### config.mk
export PLATFORM = sky130hd
export DESIGN_NAME = quad_gen
export DESIGN_NICKNAME = d
export VERILOG_FILES = /design/src/rtl/quad_pkg.sv /design/src/rtl/quad_step_timer.sv /design/src/rtl/quad_gen.sv
export SDC_FILE = /design/constraint.sdc
export NUM_CORES = 1
export LEC_CHECK = 0
export CORE_AREA = 2 2 99 101
export DETAILED_ROUTE_END_ITERATION = 8
export DIE_AREA = 0 0 101 103
export PLACE_DENSITY = 0.88
export SETUP_SLACK_MARGIN = 0.3
export SKIP_CTS_REPAIR_TIMING = 1
export SYNTH_ARGS = -nofsm -noshare
export SYNTH_HDL_FRONTEND = slang
export SYNTH_SLANG_ARGS = --single-unit
### constraint.sdc
create_clock -name clk -period 4.1 [get_ports clk]
set_input_delay 0.82 -clock clk [delete_from_list [all_inputs] [get_ports clk]]
set_output_delay 0.82 -clock clk [all_outputs]
set_load 0.01 [all_outputs]
### src/rtl/quad_pkg.sv
// Shared quadrature definitions so the generator and the decoder agree on
// widths, FSM states and the phase-to-(A,B) encoding.
package quad_pkg;

   localparam int unsigned QuadCntW = 16;
   localparam int unsigned QuadDivW = 16;

   typedef enum logic [1:0] {
      StIdle   = 2'd0,
      StRun    = 2'd1,
      StFinish = 2'd2
   } quad_state_e;

   // {A,B} per phase; stepping the phase by one toggles exactly one channel.
   localparam logic [1:0] QuadAbPh0 = 2'b00;
   localparam logic [1:0] QuadAbPh1 = 2'b10;
   localparam logic [1:0] QuadAbPh2 = 2'b11;
   localparam logic [1:0] QuadAbPh3 = 2'b01;

   function automatic logic [1:0] phase_to_ab(input logic [1:0] phase);
      logic [1:0] ab;
      unique case (phase)
         2'd0:    ab = QuadAbPh0;
         2'd1:    ab = QuadAbPh1;
         2'd2:    ab = QuadAbPh2;
         default: ab = QuadAbPh3;
      endcase
      return ab;
   endfunction

endpackage

### src/rtl/quad_step_timer.sv
// Edge-rate divider: counts 1..period while enabled, restarting at 1 on start_i
// or after reaching period; tc_o requests an edge.
module quad_step_timer
   import quad_pkg::*;
#(
   parameter int unsigned DIV_W = QuadDivW
) (
   input  logic             clk,
   input  logic             rst_n,
   input  logic             start_i,
   input  logic             en_i,
   input  logic [DIV_W-1:0] period_i,
   output logic             tc_o
);

   logic [DIV_W-1:0] cnt_d, cnt_q;

   always_comb begin
      cnt_d = cnt_q;
      if (start_i) begin
         cnt_d = DIV_W'(1);
      end else if (en_i) begin
         cnt_d = (cnt_q >= period_i) ? DIV_W'(1) : cnt_q + DIV_W'(1);
      end
   end

   always_ff @(posedge clk or negedge rst_n) begin
      if (!rst_n) begin
         cnt_q <= '0;
      end else begin
         cnt_q <= cnt_d;
      end
   end

   // Fires one cycle early: the registered edge then lands as the count reaches period.
   assign tc_o = en_i && (cnt_q == period_i - DIV_W'(1));

endmodule

### src/rtl/quad_gen.sv
// Quadrature stimulus generator: turns signed step commands into A/B edges at a
// programmable rate and tracks position. Define QUAD_GEN_INDEX_EN for the index output.
module quad_gen
   import quad_pkg::*;
#(
   parameter int unsigned CNT_W      = QuadCntW,
   parameter int unsigned DIV_W      = QuadDivW,
   parameter int unsigned MIN_PERIOD = 2
`ifdef QUAD_GEN_INDEX_EN
   ,
   parameter int unsigned IDX_PERIOD = 1024
`endif
) (
   input  logic             clk,
   input  logic             rst_n,
   input  logic             cmd_valid_i,
   output logic             cmd_ready_o,
   input  logic [CNT_W-1:0] cmd_steps_i,
   input  logic [DIV_W-1:0] cmd_period_i,
   input  logic             abort_i,
   input  logic             pos_clr_i,
   output logic             quad_a_o,
   output logic             quad_b_o,
   output logic             busy_o,
   output logic             done_o,
   output logic [CNT_W-1:0] position_o
`ifdef QUAD_GEN_INDEX_EN
   ,
   output logic             index_o
`endif
);

   quad_state_e      state_q, state_d;
   logic [CNT_W-1:0] rem_q, rem_d;
   logic [CNT_W-1:0] pos_q, pos_d;
   logic [DIV_W-1:0] per_q, per_d;
   logic             dir_q, dir_d;
   logic [1:0]       phase_q, phase_d;
   logic [1:0]       ab_q;
   logic [CNT_W-1:0] steps_abs;
   logic             steps_zero;
   logic             accept;
   logic             tick;
   logic             edge_en;

   // Unsigned magnitude: the most negative command maps to 2^(CNT_W-1).
   assign steps_abs  = cmd_steps_i[CNT_W-1] ? (~cmd_steps_i + CNT_W'(1)) : cmd_steps_i;
   assign steps_zero = (cmd_steps_i == '0);
   assign accept     = cmd_valid_i && cmd_ready_o;

   always_ff @(posedge clk or negedge rst_n) begin
      if (!rst_n) begin
         state_q <= StIdle;
      end else begin
         state_q <= state_d;
      end
   end

   always_comb begin
      state_d = state_q;
      unique case (state_q)
         StIdle: begin
            if (accept) state_d = steps_zero ? StFinish : StRun;
         end
         StRun: begin
            if (abort_i || (rem_q == '0)) state_d = StFinish;
         end
         StFinish: begin
            if (accept) state_d = steps_zero ? StFinish : StRun;
            else        state_d = StIdle;
         end
         default: state_d = StIdle;
      endcase
   end

   always_comb begin
      cmd_ready_o = (state_q != StRun);
      busy_o      = (state_q == StRun);
      done_o      = (state_q == StFinish);
   end

   quad_step_timer #(
      .DIV_W (DIV_W)
   ) u_timer (
      .clk      (clk),
      .rst_n    (rst_n),
      .start_i  (accept),
      .en_i     (busy_o),
      .period_i (per_q),
      .tc_o     (tick)
   );

   assign edge_en = busy_o && tick && !abort_i && (rem_q != '0);

   always_comb begin
      rem_d   = rem_q;
      dir_d   = dir_q;
      per_d   = per_q;
      phase_d = phase_q;
      pos_d   = pos_q;
      if (accept) begin
         rem_d = steps_abs;
         dir_d = cmd_steps_i[CNT_W-1];
         per_d = (cmd_period_i < DIV_W'(MIN_PERIOD)) ? DIV_W'(MIN_PERIOD) : cmd_period_i;
      end
      if (edge_en) begin
         rem_d   = rem_q - CNT_W'(1);
         phase_d = dir_q ? (phase_q - 2'd1) : (phase_q + 2'd1);
         pos_d   = dir_q ? (pos_q - CNT_W'(1)) : (pos_q + CNT_W'(1));
      end
      if (pos_clr_i) pos_d = '0;
   end

   always_ff @(posedge clk or negedge rst_n) begin
      if (!rst_n) begin
         rem_q   <= '0;
         dir_q   <= 1'b0;
         per_q   <= DIV_W'(MIN_PERIOD);
         phase_q <= 2'd0;
         pos_q   <= '0;
         ab_q    <= QuadAbPh0;
      end else begin
         rem_q   <= rem_d;
         dir_q   <= dir_d;
         per_q   <= per_d;
         phase_q <= phase_d;
         pos_q   <= pos_d;
         ab_q    <= phase_to_ab(phase_d);
      end
   end

   assign quad_a_o   = ab_q[1];
   assign quad_b_o   = ab_q[0];
   assign position_o = pos_q;

`ifdef QUAD_GEN_INDEX_EN
   localparam int unsigned IdxW = $clog2(IDX_PERIOD);

   logic index_q;

   always_ff @(posedge clk or negedge rst_n) begin
      if (!rst_n) begin
         index_q <= 1'b0;
      end else begin
         index_q <= (pos_d[IdxW-1:0] == '0);
      end
   end

   assign index_o = index_q;
`endif

endmodule

==> impl_metrics.yaml <==
cells_and_area:
  final_cells: 770
  nNetsFinal: 724
  area_growth_syn_to_layout_pct: 15.7
  diodes: 0
  final_layout_size_suffix_gt1_frac: 0.0488
  fillers: 785
floorplan:
  io_pins: 58
  die_h_um: 103
  die_x_um: 101
  num_rows: 36
  core_area_sq_um: 9460
  start_util: 0.556
  dieArea_sq_um: 10400
status:
  status: "completed"
synthesis:
  yosysMostFrequentCell: "dfrtp_1"
  synth_common_cells: "dfrtp_1 (70), nand2_1 (44), nor2_1 (44)"
  synth_top_area_frac: 0.333
  synth_seq_area_share: 0.338
  synth.ff_latch_count: 71
  yosysWarnings: 0
  synth_cell_types: 65
  synthCells: 598
  syn_avg_cell_area_sq_um: 8.80
  synth_edf_count: 0
  synth.largest_area_cell: "dfrtp_1"
  netlist_top_cells_area: "dfrtp_1 (33%), ha_1 (8.3%), xnor2_1 (4.7%), mux2i_1 (4.6%), o21ai_0 (4.0%)"
  synth_ff_type: "dfrtp_1"
  syn_nets: 671
  async_flop_share: 1.00
  synth_area_sq_um: 5260
clock_network:
  clk_pin_slew_ns: 0.08
  clk_latency_ns: 0.35
  cts_buffers: 9
  clockBufferDepth: 2
  cts-root-buf: "clkbuf_8"
  htree_levels: 3
  cts_tree: "built"
  clkSinkCount: 71
timing:
  fin_crit_sh: 0.899
  finalHoldViolCount: 0
  clock.fmax_mhz: 271
  rsz0062_at_grt: "no"
  slew_viol_final: 0
  setup_viol: 0
  fin_skew_ns: 0.0166
  hold_ws_ns: 0.442
  min_period_ns: 3.69
  slew_headroom: 0.519
  setup-tns-final_ns: 0
  worst_pin_slew_ns: 0.721
worst_setup_path:
  critPathLaunchType: "register"
  critPathMaxFanout: 15
  endpoint_kind: "register"
  worstReg2RegStart: "rem_q[0]"
  cp.required_ns: 4.37
  cpMostUsedCell: "or3_1"
  setup.worst_path.end: "rem_q[2]"
  ff2ff_setup_slack_ns: 0.41
  cp_slowest_cell: "or3_1"
  critPathArrivalTime_ns: 3.96
  path_buf_inv: 1
  rr_endpoint: "rem_q[2]"
  path_cells: "inv_1, ha_1, or3b_1, or3_1, nor4_1, a211oi_1, nand4_1, or3_1, mux2_2, o21ai_1"
  critPathMaxStageDelay_ns: 0.57
  crit_type: "reg2reg"
  cp.depth: 10
  cp_top_family: "simple AND/OR/NAND/NOR gates"
  crit_start: "rem_q[0]"
  rr_worst_depth: 10
pwr:
  irDropWorstVdd_v: 0.000240
  p_per_area_nw_per_um2: 399
  power.total_mw: 2.43
  power.leakage_nw: 2.76
placement:
  dpl.hpwl_um: 9930
  portBuffers: 57
  gp_congestion: 0.901
  dp.cells: 754
global_route:
  grt.total_usage: 0.261
  antenna_found_initial: 0
  grt.overflow.total: 0
  grt_start_max_net_pins: 32
  grt_pass1_wl_um: 21600
  grt_pass1_vias: 4800
route:
  routed_wl_um: 13300
  drcViolationCount: 0
  drt-initial-drc-count: 234
  routedWlPerCell_um: 17.2
  ant_nets: 0
  vias: 4866
  first_pass_iters: 5
  via_per_inst: 6.32
run:
  drv_cap: 0
min_path:
  worstHoldPathType: "in2async"
-- worst min path at each step --
stage / from / end / slack (ns) / depth (start not counted)
after floorplan: rem_q[8] / rem_q[8] / 0.44 / 1
after global placement: rem_q[8] / rem_q[8] / 0.45 / 1
after detailed placement: rem_q[8] / rem_q[8] / 0.46 / 1
after CTS: rst_n / position_o[15] / 0.44 / 1
after global routing: rst_n / position_o[15] / 0.47 / 1
final: rst_n / position_o[15] / 0.44 / 1
-- state kept, by name, indices dropped and copies added (netlist names) --
signal and count:
state_q 2, dir_q 1, per_q 16, u_timer.cnt_q 16, rem_q 16, phase_q 2, ab_q 2, position_o 16
-- worst reg2reg max path, cell delays in order (launching register included) --
cell and delay, ns:
dfrtp_1 0.42, inv_1 0.10, ha_1 0.19, or3b_1 0.40, or3_1 0.44, nor4_1 0.49, a211oi_1 0.23, nand4_1 0.22
or3_1 0.57, mux2_2 0.41, o21ai_1 0.13
-- stage by stage --
stage	setup slack [ns]	area [sq um]	util
CTS	0.479	6090	0.644
global placement	0.656	5930	0.627
detailed placement	0.517	5930	0.627
floorplan	1.03	5260	-
global route	0.316	6090	0.644
finish	0.413	6090	0.644
-- placed cells by master (no fill, tap or decap), types with 7 or more instances in the layout --
| master | synthesis | routed |
|---|---|---|
| inv_1 | 37 | 37 |
| clkbuf_8 | 0 | 10 |
| nor4_1 | 12 | 12 |
| or3_1 | 12 | 12 |
| a21oi_1 | 27 | 27 |
| nor3b_1 | 8 | 8 |
| nand2_1 | 44 | 44 |
| o21ai_0 | 42 | 42 |
| a31oi_1 | 7 | 7 |
| a211oi_1 | 7 | 7 |
| nor2_1 | 44 | 44 |
| xor2_1 | 24 | 24 |
| a21o_1 | 16 | 16 |
| ha_1 | 35 | 35 |
| dfrtp_1 | 70 | 70 |
| clkdlybuf4s50_1 | 0 | 56 |
| nor3_1 | 13 | 13 |
| nand3_1 | 18 | 18 |
| xnor2_1 | 28 | 28 |
| and3_1 | 10 | 10 |
| mux2i_1 | 24 | 24 |
-- kinds of logic after synthesis --
| family | count (synthesis) | synth area share |
|---|---|---|
| fa+ha+maj | 36 | 0.0870 |
| mux | 29 | 0.0563 |
| xor+xnor | 52 | 0.0865 |
| flops | 71 | 0.338 |
| simple gates | 202 | 0.203 |
| buf+inv | 58 | 0.0437 |
| compound gates | 150 | 0.186 |
-- layout make-up --
cell class | count | area [sq um] | share of cell area
inverters | 38 | 143 | 0.0234
repair buffers | 62 | 603 | 0.0990
multi-input cells | 469 | 3260 | 0.536
flip-flops and latches | 71 | 1780 | 0.292
well taps | 114 | 143 | 0.0234
clock buffers | 14 | 153 | 0.0251
clock inverters | 2 | 10.0 | 0.00164
-- metal layers --
metal  GRT usage  wire length [um]  share of wire  up-vias
li1            -                 -              -     2269
met1       0.324              5460           0.41     2383
met2       0.455              6710           0.51      183
met3      0.0359               783          0.059       31
met4       0.114               305          0.023        0
met5           0                 0              0        -
-- where the power goes --
part / switching (mW) / total (mW) / internal (mW)
Sequential: 0.162 / 0.987 / 0.825
Clock: 0.257 / 0.493 / 0.236
Combinational: 0.544 / 0.947 / 0.403
Total: 0.963 / 2.43 / 1.46
Power figures use the tool's default switching activity.
